[src/rtl/branch_sched.sv]
// In-order branch scheduler: circular queue with CDB wakeup, issues one branch at a time.
// Optional macro BRANCH_SCHED_CDB_BYPASS_EN lets a head woken by the CDB this cycle issue immediately.
module branch_sched #(
  parameter int XLEN   = 32,  // matches core_pkg::XLEN
  parameter int PHYS_W = 6,   // matches core_pkg::LOG2_PREGS
  parameter int DEPTH  = 4
) (
  input  logic                      clk,
  input  logic                      reset,
  input  logic                      flush,
  input  logic                      dispatch_valid,
  output logic                      dispatch_ready,
  input  logic [11:0]               dispatch_op,
  input  logic [PHYS_W-1:0]         dispatch_dst_tag,
  input  logic [PHYS_W-1:0]         dispatch_src1_tag,
  input  logic                      dispatch_src1_rdy,
  input  logic [XLEN-1:0]           dispatch_src1_val,
  input  logic [XLEN-1:0]           dispatch_pc,
  input  logic [XLEN-1:0]           dispatch_imm,
  input  logic [5:0]                dispatch_rob_tag,
  input  logic                      cdb_valid,
  input  logic [PHYS_W-1:0]         cdb_tag,
  input  logic [XLEN-1:0]           cdb_value,
  input  logic                      branch_mispredict,
  output logic                      issue_valid,
  output logic [11:0]               issue_op,
  output logic [PHYS_W-1:0]         issue_dst_tag,
  output logic [XLEN-1:0]           issue_src1_val,
  output logic [XLEN-1:0]           issue_pc,
  output logic [XLEN-1:0]           issue_imm,
  output logic [5:0]                issue_rob_tag,
  output logic [$clog2(DEPTH):0]    occupancy
);

  localparam int PTR_W = $clog2(DEPTH);
  localparam int CNT_W = PTR_W + 1;

  typedef enum logic [1:0] {IDLE, ISSUED, RESOLVE} state_t;

  state_t state_reg, state_next;
  logic [PTR_W-1:0] head_reg, tail_reg;
  logic [CNT_W-1:0] count_reg, count_next;

  logic [11:0]       ent_op  [DEPTH];
  logic [PHYS_W-1:0] ent_dst [DEPTH];
  logic [PHYS_W-1:0] ent_tag [DEPTH];
  logic              ent_rdy [DEPTH];
  logic [XLEN-1:0]   ent_val [DEPTH];
  logic [XLEN-1:0]   ent_pc  [DEPTH];
  logic [XLEN-1:0]   ent_imm [DEPTH];
  logic [5:0]        ent_rob [DEPTH];

  logic [DEPTH-1:0] cdb_hit;
  logic             head_ready;
  logic [XLEN-1:0]  head_val;
  logic             can_issue, mispredict_clear, push, pop;

  generate
    for (genvar gi = 0; gi < DEPTH; gi++) begin : g_wake
      assign cdb_hit[gi] = cdb_valid && !ent_rdy[gi] && (ent_tag[gi] == cdb_tag);
    end
  endgenerate

  assign dispatch_ready = (count_reg < CNT_W'(DEPTH));
  assign occupancy      = count_reg;

  always_comb begin
    head_ready = ent_rdy[head_reg];
    head_val   = ent_val[head_reg];
`ifdef BRANCH_SCHED_CDB_BYPASS_EN
    if (cdb_hit[head_reg]) begin
      head_ready = 1'b1;
      head_val   = cdb_value;
    end
`endif
  end

  always_comb begin
    mispredict_clear = (state_reg == RESOLVE) && branch_mispredict;
    can_issue = (count_reg != '0) && head_ready &&
                ((state_reg == IDLE) || ((state_reg == RESOLVE) && !branch_mispredict));
    push = dispatch_valid && dispatch_ready && !flush && !mispredict_clear;
    pop  = can_issue && !flush;

    count_next = count_reg;
    if (push && !pop)      count_next = count_reg + 1'b1;
    else if (pop && !push) count_next = count_reg - 1'b1;

    state_next = state_reg;
    case (state_reg)
      IDLE:    state_next = can_issue ? ISSUED : IDLE;
      ISSUED:  state_next = RESOLVE;
      RESOLVE: state_next = can_issue ? ISSUED : IDLE;
      default: state_next = IDLE;
    endcase
    if (flush) state_next = IDLE;
  end

  always_ff @(posedge clk) begin
    if (reset) begin
      state_reg      <= IDLE;
      head_reg       <= '0;
      tail_reg       <= '0;
      count_reg      <= '0;
      issue_valid    <= 1'b0;
      issue_op       <= '0;
      issue_dst_tag  <= '0;
      issue_src1_val <= '0;
      issue_pc       <= '0;
      issue_imm      <= '0;
      issue_rob_tag  <= '0;
    end else if (flush) begin
      state_reg   <= IDLE;
      head_reg    <= '0;
      tail_reg    <= '0;
      count_reg   <= '0;
      issue_valid <= 1'b0;
    end else if (mispredict_clear) begin
      // Everything queued is younger than the mispredicted branch.
      state_reg   <= IDLE;
      tail_reg    <= head_reg;
      count_reg   <= '0;
      issue_valid <= 1'b0;
    end else begin
      state_reg   <= state_next;
      count_reg   <= count_next;
      issue_valid <= pop;
      if (push) tail_reg <= tail_reg + 1'b1;
      if (pop) begin
        head_reg       <= head_reg + 1'b1;
        issue_op       <= ent_op[head_reg];
        issue_dst_tag  <= ent_dst[head_reg];
        issue_src1_val <= head_val;
        issue_pc       <= ent_pc[head_reg];
        issue_imm      <= ent_imm[head_reg];
        issue_rob_tag  <= ent_rob[head_reg];
      end
    end
  end

  // Entry storage; stale contents of invalid slots are never observed.
  always_ff @(posedge clk) begin
    for (int i = 0; i < DEPTH; i++) begin
      if (push && (tail_reg == PTR_W'(i))) begin
        ent_op[i]  <= dispatch_op;
        ent_dst[i] <= dispatch_dst_tag;
        ent_tag[i] <= dispatch_src1_tag;
        ent_pc[i]  <= dispatch_pc;
        ent_imm[i] <= dispatch_imm;
        ent_rob[i] <= dispatch_rob_tag;
        if (cdb_valid && (cdb_tag == dispatch_src1_tag)) begin
          ent_rdy[i] <= 1'b1;
          ent_val[i] <= cdb_value;
        end else begin
          ent_rdy[i] <= dispatch_src1_rdy;
          ent_val[i] <= dispatch_src1_val;
        end
      end else if (cdb_hit[i]) begin
        ent_rdy[i] <= 1'b1;
        ent_val[i] <= cdb_value;
      end
    end
  end

endmodule

[config.mk]
export PLATFORM = sky130hd
export DESIGN_NAME = branch_sched
export DESIGN_NICKNAME = d
export VERILOG_FILES = /design/src/rtl/branch_sched.sv
export SDC_FILE = /design/constraint.sdc
export NUM_CORES = 1
export LEC_CHECK = 0
export ABC_AREA = 0
export CAP_MARGIN = 20
export CORE_MARGIN = 3
export CORE_UTILIZATION = 37
export DETAILED_ROUTE_END_ITERATION = 12
export GPL_ROUTABILITY_DRIVEN = 0
export PLACE_DENSITY_LB_ADDON = 0.3
export SLEW_MARGIN = 25
export SYNTH_ARGS = -nofsm -noshare
export SYNTH_HDL_FRONTEND = slang
export SYNTH_SLANG_ARGS = --single-unit
[constraint.sdc]
create_clock -name clk -period 8 [get_ports clk]
set_input_delay 1.6 -clock clk [delete_from_list [all_inputs] [get_ports clk]]
set_output_delay 1.6 -clock clk [all_outputs]
set_load 0.02 [all_outputs]
======== Word-level counts from Yosys, hierarchy flattened ========
Memories as Yosys holds them, arrays and structs flattened. A register that Yosys moved wholly into a read port is not among the register bits.
Index checks and enable logic that the tools add are counted.
word-level totals
  register bits after elaboration ......... 10
  latch bits .............................. 0
  RAM bits ................................ 508
  ROM bits ................................ 0
  output and inout bits ................... 125
  logic and storage cells ................. 223
  memories ................................ 8
memories
  name             words  width  rd ports  clocked after memory_dff  write ports  RTL line  text
  ent_imm          4      32     1         1                         1            50        logic [XLEN-1:0] ent_imm [DEPTH];
  ent_pc           4      32     1         1                         1            49        logic [XLEN-1:0] ent_pc [DEPTH];
  ent_val          4      32     1         1                         4            48        logic [XLEN-1:0] ent_val [DEPTH];
  ent_op           4      12     1         1                         1            44        logic [11:0] ent_op [DEPTH];
  ent_dst          4      6      1         1                         1            45        logic [PHYS_W-1:0] ent_dst [DEPTH];
  ent_rob          4      6      1         1                         1            51        logic [5:0] ent_rob [DEPTH];
  2 more memories  --     --     --        --                        --           --
operators by class
  add/subtract/negate cells ............... 4
  multipliers ............................. 0
  div/mod/pow operators ................... 0
  magnitude comparators ................... 1
  equality and inequality tests ........... 10
  shift operators ......................... 0
  muxes and demuxes ....................... 116
  bitwise operators ....................... 18
  reduce and logical (&&, ||, !) cells .... 61
operator list
  kind                 count
  $mux 32              14
  $reduce_or 32->1     6
  $mux 1               65
  $mux 6               9
  $reduce_or 6->1      9
  $mux 2               22
  $mux 12              3
  $reduce_or 12->1     3
  $eq 6x6->1           5
  $logic_and 1x1->1    23
  $or 1x1->1           16
  $logic_not 1->1      9
  $eq 2x2->1 const B   3
  $mux 3               2
  $add 2x1->2 const B  2
  $eq 2x1->1 const B   2
  $logic_not 2->1      2
  $pmux 2 s2           1
  $reduce_bool 2->1    2
  $reduce_or 2->1      2
  $add 3x1->3 const B  1
  $lt 3x3->1 const B   1
  $reduce_and 3->1     1
  $reduce_bool 3->1    1
  5 further kinds      6

======== Logic depth before layout (Yosys ltp) ========
Gate-level depths: netlist of run 1.
  depth after elaboration ................. 11
  gate-level depth with buffers ........... 11
  depth with buffers taken out ............ 9

======== Worst setup path after synthesis of run 1 ========
OpenSTA, ideal clock, no wires.
  path kind ............................... in2reg
  from .................................... input cdb_tag[0]
  to ...................................... memory ent_rdy[0] (enable)
  setup time .............................. 515 ps
  data arrival time ....................... 5,573 ps
  required time ........................... 7,485 ps
  slack ................................... 1,911 ps
  cell stages on the path ................. 5
  path buffers ............................ 1
  cells stage by stage .................... buf_2 > xor2_1 > nor3b_1 > nand3_1 > o41ai_1
RTL lines
  item             RTL line  text
  start, declared  22        input logic [PHYS_W-1:0] cdb_tag,
  end, declared    47        logic ent_rdy [DEPTH];

======== Worst setup path in the final report of run 1 ========
  from .................................... input branch_mispredict
  to ...................................... register count_reg[2] (netlist: occupancy[2])
on the way
  word-level cells in the longest chain between the ends .. 8
  elaborated cells between the ends (all ways) .. 15
  those cells by class .................... mux: 1; reduce/logical: 14
RTL lines
  item                                         RTL line  text
  start, declared                              24        input logic branch_mispredict,
  $logic_not 1->1                              81        ((state_reg == IDLE) || ((state_reg == RESOLVE) && !branch_mispredict));
  $logic_and 1x1->1                            81
  $logic_or 1x1->1                             81
  $logic_and 1x1->1                            80        can_issue = (count_reg != '0) && head_ready &&
  $logic_and 1x1->1                            83        pop = can_issue && !flush;
  $logic_not 1->1                              86        if (push && !pop) count_next = count_reg + 1'b1;
  $logic_and 1x1->1                            86
  $mux 3 or $reduce_bool 2->1 (tied branches)  --
  end signal, assigned                         126       count_reg <= count_next;
  end, declared                                42        logic [CNT_W-1:0] count_reg, count_next;
Several ways; a longest one is shown, not always the timed one.
A chain may end at the register's enable or synchronous reset.

==> metrics.yaml, run 1 <==
status: "complete, no violations"
crit_top_cell: "a21oi_1"
leakagePower_nw: 9.810
crit_fanout: 67
cts.htree.levels: 3
cp.arrival_ns: 4.99
relSlewSlack_pct: 32.53
crit_required_ns: 8.50
synthArstFlopShare_pct: 0
max_cap_viol_count: 0
hold_violations: 0
synth.net_count: 1620
final_cell_mix: "edfxtp_1, clkdlybuf4s50_1, nand2_1"
p_comb_share_pct: 6.5
tns_ns: 0
syn-cell-area_um2: 24970
synth_edf_count: 507
cts_buffer_depth: 3
final_layout_size_suffix_gt1_share_pct: 22.17
ctsHoldBuffers: 0
tightest_slew_ns: 1.012
dr.pass1.iters: 5
ys_warn_count: 0
synth.distinct_cells: 41
vias_per_cell: 5.050
layout.nets: 1923
hp-class: "flop to flop"
rsz0062_at_grt: "no"
drt_iter0_markers: 738
die_h_um: 265.8
wl_per_cell_um: 22.18
coreArea_um2: 66330
insertion_delay_ns: 0.59
finalSetupViolCount: 0
numCtsBuffers: 71
sequentialPowerShare_pct: 50.2
nFillCells: 5758
via_count: 13505
worst_ir_drop_vdd_v: 0.0001312
yosysSeqAreaShare_pct: 71.63
pin_count: 296
cts.sinks: 640
grt.overflow.total: 0
groute.usage.overall_pct: 16.84
min_period_ns: 4.493
grt_pass1_wl_um: 89840
power_frac_clock_pct: 43.3
stdcell_count: 2674
max_freq_mhz: 222.6
report.final.slew_viol_count: 0
synthCells: 1443
num_rows: 94
start_kind: "input pin"
end_kind: "flop"
wl_um: 59310
io_buffers: 295
dieArea_um2: 70640
grt_max_degree: 68
p_per_area_nw_per_um2: 237.1
path_clk_slew_ns: 0.06
worstSetupPathType: "input pin to flop"
placedCellCount: 2537
cts_resized: 0
critical-path-max-stage-delay_ns: 0.74
dieWidth_um: 265.8
post-cts-setup-buffer-count: 0
area_growth_pct: 24.36
crit_slowest_cell: "and4b_4"
ys.flop_type: "edfxtp_1"
initial_core_util_pct: 37.64
syn_area_per_cell_um2: 17.30
finalCritPeriodShare_pct: 56.17
reg_top3: "ent_imm: 128 flops, ent_pc: 128 flops, ent_val: 128 flops"
antenna_found_initial: 11
ant_nets: 0
cts_root_buffer: "clkbuf_16"
netSwitchingPower_mw: 1.557
crit_chain: "clkdlybuf4s50_1 > a21oi_1 > and4b_4 > clkinv_4 > ha_1 > inv_1 > fa_1 > xor2_1 > or3_1 > a21oi_1"
p_sw_share_pct: 21.15
finalClockSkew_ns: 0.01279
grt_pass1_vias: 14665
synth_seq_cells: 640
drcViolationCount: 0
tritoncts: "yes"
hpwl_um: 33830
p_int_mw: 5.807
final_common_cell: "edfxtp_1"
[metal layers]
metal	GRT usage (%)	vias to the layer above	wire length (um)
met3	4.756	91	4151
met2	28.99	350	29840
met5	0	-	93
li1	-	6128	-
met4	4.979	12	1222
met1	20.76	6924	24000
[critical path: cells and delay by family]
kind | cells | cell delay, ns
buf+inv | 3 | 1.18
simple gates | 2 | 1.05
fa+ha+maj | 2 | 0.65
compound gates | 2 | 0.41
xor+xnor | 1 | 0.07
[per-stage QoR]
| step | hold WS (ns) | utilization [%] | area, um2 | setup slack, ns | total power, mW |
|---|---|---|---|---|---|
| final | 0.4515 | 46.81 | 31050 | 3.507 | 7.364 |
| after global routing | 0.4698 | 46.79 | 31040 | 3.221 | 7.652 |
| after CTS | 0.4541 | 46.79 | 31040 | 3.474 | 7.480 |
| after detailed placement | 0.4458 | 43.32 | 28740 | 2.841 | 4.257 |
| after global placement | 0.4367 | 43.28 | 28710 | 2.886 | 4.245 |
| after floorplan | 0.4213 | - | 24970 | 1.911 | 4.024 |
[area by class of cell]
| cell class | instances | area, um2 | share of cell area (%) |
|---|---|---|---|
| Antenna cell | 6 | 15.01 | 0.04835 |
| Clock buffer | 104 | 2074 | 6.681 |
| Clock inverter | 27 | 227.7 | 0.7333 |
| Inverter | 9 | 48.80 | 0.1571 |
| Multi-Input combinational cell | 707 | 6575 | 21.17 |
| Sequential cell | 640 | 17890 | 57.63 |
| Tap cell | 864 | 1081 | 3.481 |
| Timing Repair Buffer | 317 | 3136 | 10.10 |
[cells in the mapped netlist (9+ instances only)]
library cell	count	share of area, %
mux2_1	18	0.81
edfxtp_1	507	61
xnor2_1	23	0.81
a21oi_1	113	2.3
buf_2	32	0.64
mux2_2	100	4.5
nand2_1	233	3.5
nand3_1	9	0.18
dfxtp_1	133	11
buf_4	9	0.27
nor2_1	11	0.17
a21oi_2	10	0.35
mux2_4	10	0.60
nand2_2	10	0.25
xor2_1	12	0.42
mux4_2	121	11
clkbuf_1	31	0.47
[power groups by stage]
stage | registers (mW) | logic [mW] | clock network (mW)
4_1_cts | 3.70 | 0.491 | 3.29
3_5_place_dp | 3.77 | 0.488 | 0
2_1_floorplan | 3.79 | 0.235 | 0
5_1_grt | 3.70 | 0.522 | 3.43
6_report | 3.70 | 0.481 | 3.19
3_3_place_gp | 3.77 | 0.475 | 0
[final timing paths]
check | from | to | slack (ns) | cells past startpoint
worst max-delay path | branch_mispredict | occupancy[2] | 3.51 | 10
worst min-delay path | issue_pc[16] | issue_pc[16] | 0.45 | 2
worst max register to register | flop | occupancy[2] | 4.50 | 9
worst min register to register | issue_pc[16] | issue_pc[16] | 0.45 | 2
[logic make-up (layout without fill, tap and decap cells)]
group           after synthesis  count (layout)  synth area share [%]
mux                         250             250                 16.88
simple gates                281             281                 4.625
xor+xnor                     35              35                 1.228
fa+ha+maj                     6               6                0.3307
buf+inv                      96             457                 2.320
compound gates              135             135                 2.986
flops                       640             640                 71.63
other cells                   0               6                     0
Note: power is estimated with default switching activity, not from simulation.
==> inputs of run 2 (changes only) <==
==> constraint.sdc (replaced) <==
create_clock -name clk -period 4.2 [get_ports clk]
set_input_delay 0.84 -clock clk [delete_from_list [all_inputs] [get_ports clk]]
set_output_delay 0.84 -clock clk [all_outputs]
set_load 0.02 [all_outputs]
==> metrics.yaml, run 2 (synthesis gave the netlist of run 1 again) <==
cp.arrival_ns: 3.12  # -1.87 ns
max_cap_viol_count: 0  # unchanged
die_h_um: 265.8  # unchanged
final_layout_size_suffix_gt1_share_pct: 21.84  # -0.33 points
area_growth_pct: 24.89
drt_iter0_markers: 702  # -4.9%
crit_required_ns: 4.54  # -3.96 ns
numCtsBuffers: 71  # unchanged
grt_max_degree: 121  # +78%
insertion_delay_ns: 0.60  # about the same
ctsHoldBuffers: 0  # unchanged
tritoncts: "yes"
io_buffers: 295  # unchanged
relSlewSlack_pct: 42.69  # +10 points
finalCritPeriodShare_pct: 66.17
layout.nets: 1922  # -0.052%
dieWidth_um: 265.8  # unchanged
final_cell_mix: "edfxtp_1, clkdlybuf4s50_1, nand2_1"
vias_per_cell: 5.002  # -0.96%
rsz0062_at_grt: "no"
grt.overflow.total: 0  # unchanged
total_power_mw: 13.93  # +89%
drcViolationCount: 0  # unchanged
finalClockSkew_ns: 0.01721  # +0.004419 ns
final_common_cell: "edfxtp_1"
grt_pass1_vias: 14462  # -1.4%
reg_top3: "ent_imm: 128 flops, ent_pc: 128 flops, ent_val: 128 flops"
start_kind: "input pin"
num_rows: 94  # unchanged
coreArea_um2: 66330  # unchanged
post-cts-setup-buffer-count: 0  # unchanged
min_period_ns: 2.779
worst_ir_drop_vdd_v: 0.0002763  # +110%
dr.pass1.iters: 5  # unchanged
hp-class: "flop to flop"
cts_resized: 0  # unchanged
via_count: 13370  # -1.0%
initial_core_util_pct: 37.64  # unchanged
max_freq_mhz: 359.8
wl_per_cell_um: 21.79  # -1.7%
end_kind: "flop"
wl_um: 58250  # -1.8%
path_clk_slew_ns: 0.05  # about the same
grt_pass1_wl_um: 88590  # -1.4%
leakagePower_nw: 9.831  # +0.21%
worstSetupPathType: "input pin to flop"
hold_violations: 0  # unchanged
pin_count: 296  # unchanged
dieArea_um2: 70640  # unchanged
cts.sinks: 640  # unchanged
status: "complete, no violations"
tns_ns: 0  # unchanged
groute.usage.overall_pct: 16.61  # -0.23 points
ant_nets: 0  # unchanged
cts_root_buffer: "clkbuf_16"
cts.htree.levels: 3  # unchanged
tightest_slew_ns: 0.8597  # -0.1524 ns
finalSetupViolCount: 0  # unchanged
cts_buffer_depth: 3  # unchanged
antenna_found_initial: 13  # +2
report.final.slew_viol_count: 0  # unchanged
crit_fanout: 32  # -52%
hpwl_um: 32530  # -3.8%
p_per_area_nw_per_um2: 446.6  # +88%
nFillCells: 5761  # +0.052%
## run 2: cell types whose count changed in the layout (fill, tap and decap cells not counted), moves of 3 or more
cell        previous run  this run
inv_6                  2         6
buf_4                 22         7
buf_12                 0        15
clkbuf_8              11         8
clkinv_2              14         8
clkbuf_1              19        23
clkinvlp_4             2         5
## run 2: power by group
part           total, mW  internal (mW)  switching (mW)  leakage, nW
sequential          7.04           6.98          0.0598         5.68
combinational      0.931          0.468           0.463         3.05
clock               5.95           3.50            2.46         1.10
total               13.9           10.9            2.98         9.83
## run 2: stage by stage
step | utilization, % | setup slack [ns] | cells | hold WS, ns | instance area, um2
2_1_floorplan | - | 0.3897 | 1443 | 0.4213 | 24990
3_3_place_gp | 43.60 | 0.8479 | 2536 | 0.4352 | 28920
3_5_place_dp | 43.60 | 0.8114 | 2536 | 0.4470 | 28920
4_1_cts | 47.00 | 1.444 | 2668 | 0.4546 | 31170
5_1_grt | 47.00 | 1.369 | 2669 | 0.4724 | 31180
6_report | 47.01 | 1.421 | 2673 | 0.4514 | 31190
## run 2: layout make-up
class                   count  area, um2  share of cell area [%]
well taps                 864       1081                   3.466
clock buffers             106       2073                   6.648
flip-flops and latches    640      17890                   57.38
clock inverters            26      180.2                  0.5777
repair buffers            316       3296                   10.57
diodes                      5      12.51                 0.04012
inverters                   9      51.30                  0.1645
multi-input cells         707       6598                   21.16
## run 2: final timing paths
path                            cells past startpoint  slack, ns     startpoint        endpoint
worst max-delay path                                6       1.42     cdb_tag[3]  ent_val[3][16]
worst max register to register                      9       1.65     ent_rdy[3]    occupancy[2]
worst min register to register                      2       0.45  issue_imm[15]   issue_imm[15]
worst min-delay path                                2       0.45  issue_imm[15]   issue_imm[15]
## run 2: worst max-delay path, stage by stage
cell and delay [ns]:
clkdlybuf4s50_1 0.54, xnor2_1 0.28, nand4_1 0.45, o21ai_4 0.32
buf_12 0.28, mux2_2 0.37
## run 2: per-layer routing
| metal | wire (um) | GRT usage, % | part of all wire [%] | vias to the layer above |
|---|---|---|---|---|
| met3 | 3315 | 4.276 | 5.7 | 84 |
| met4 | 1104 | 4.713 | 1.9 | 16 |
| li1 | - | - | - | 6141 |
| met1 | 24230 | 20.51 | 42 | 6840 |
| met5 | 109 | 0 | 0.19 | - |
| met2 | 29500 | 28.96 | 51 | 289 |
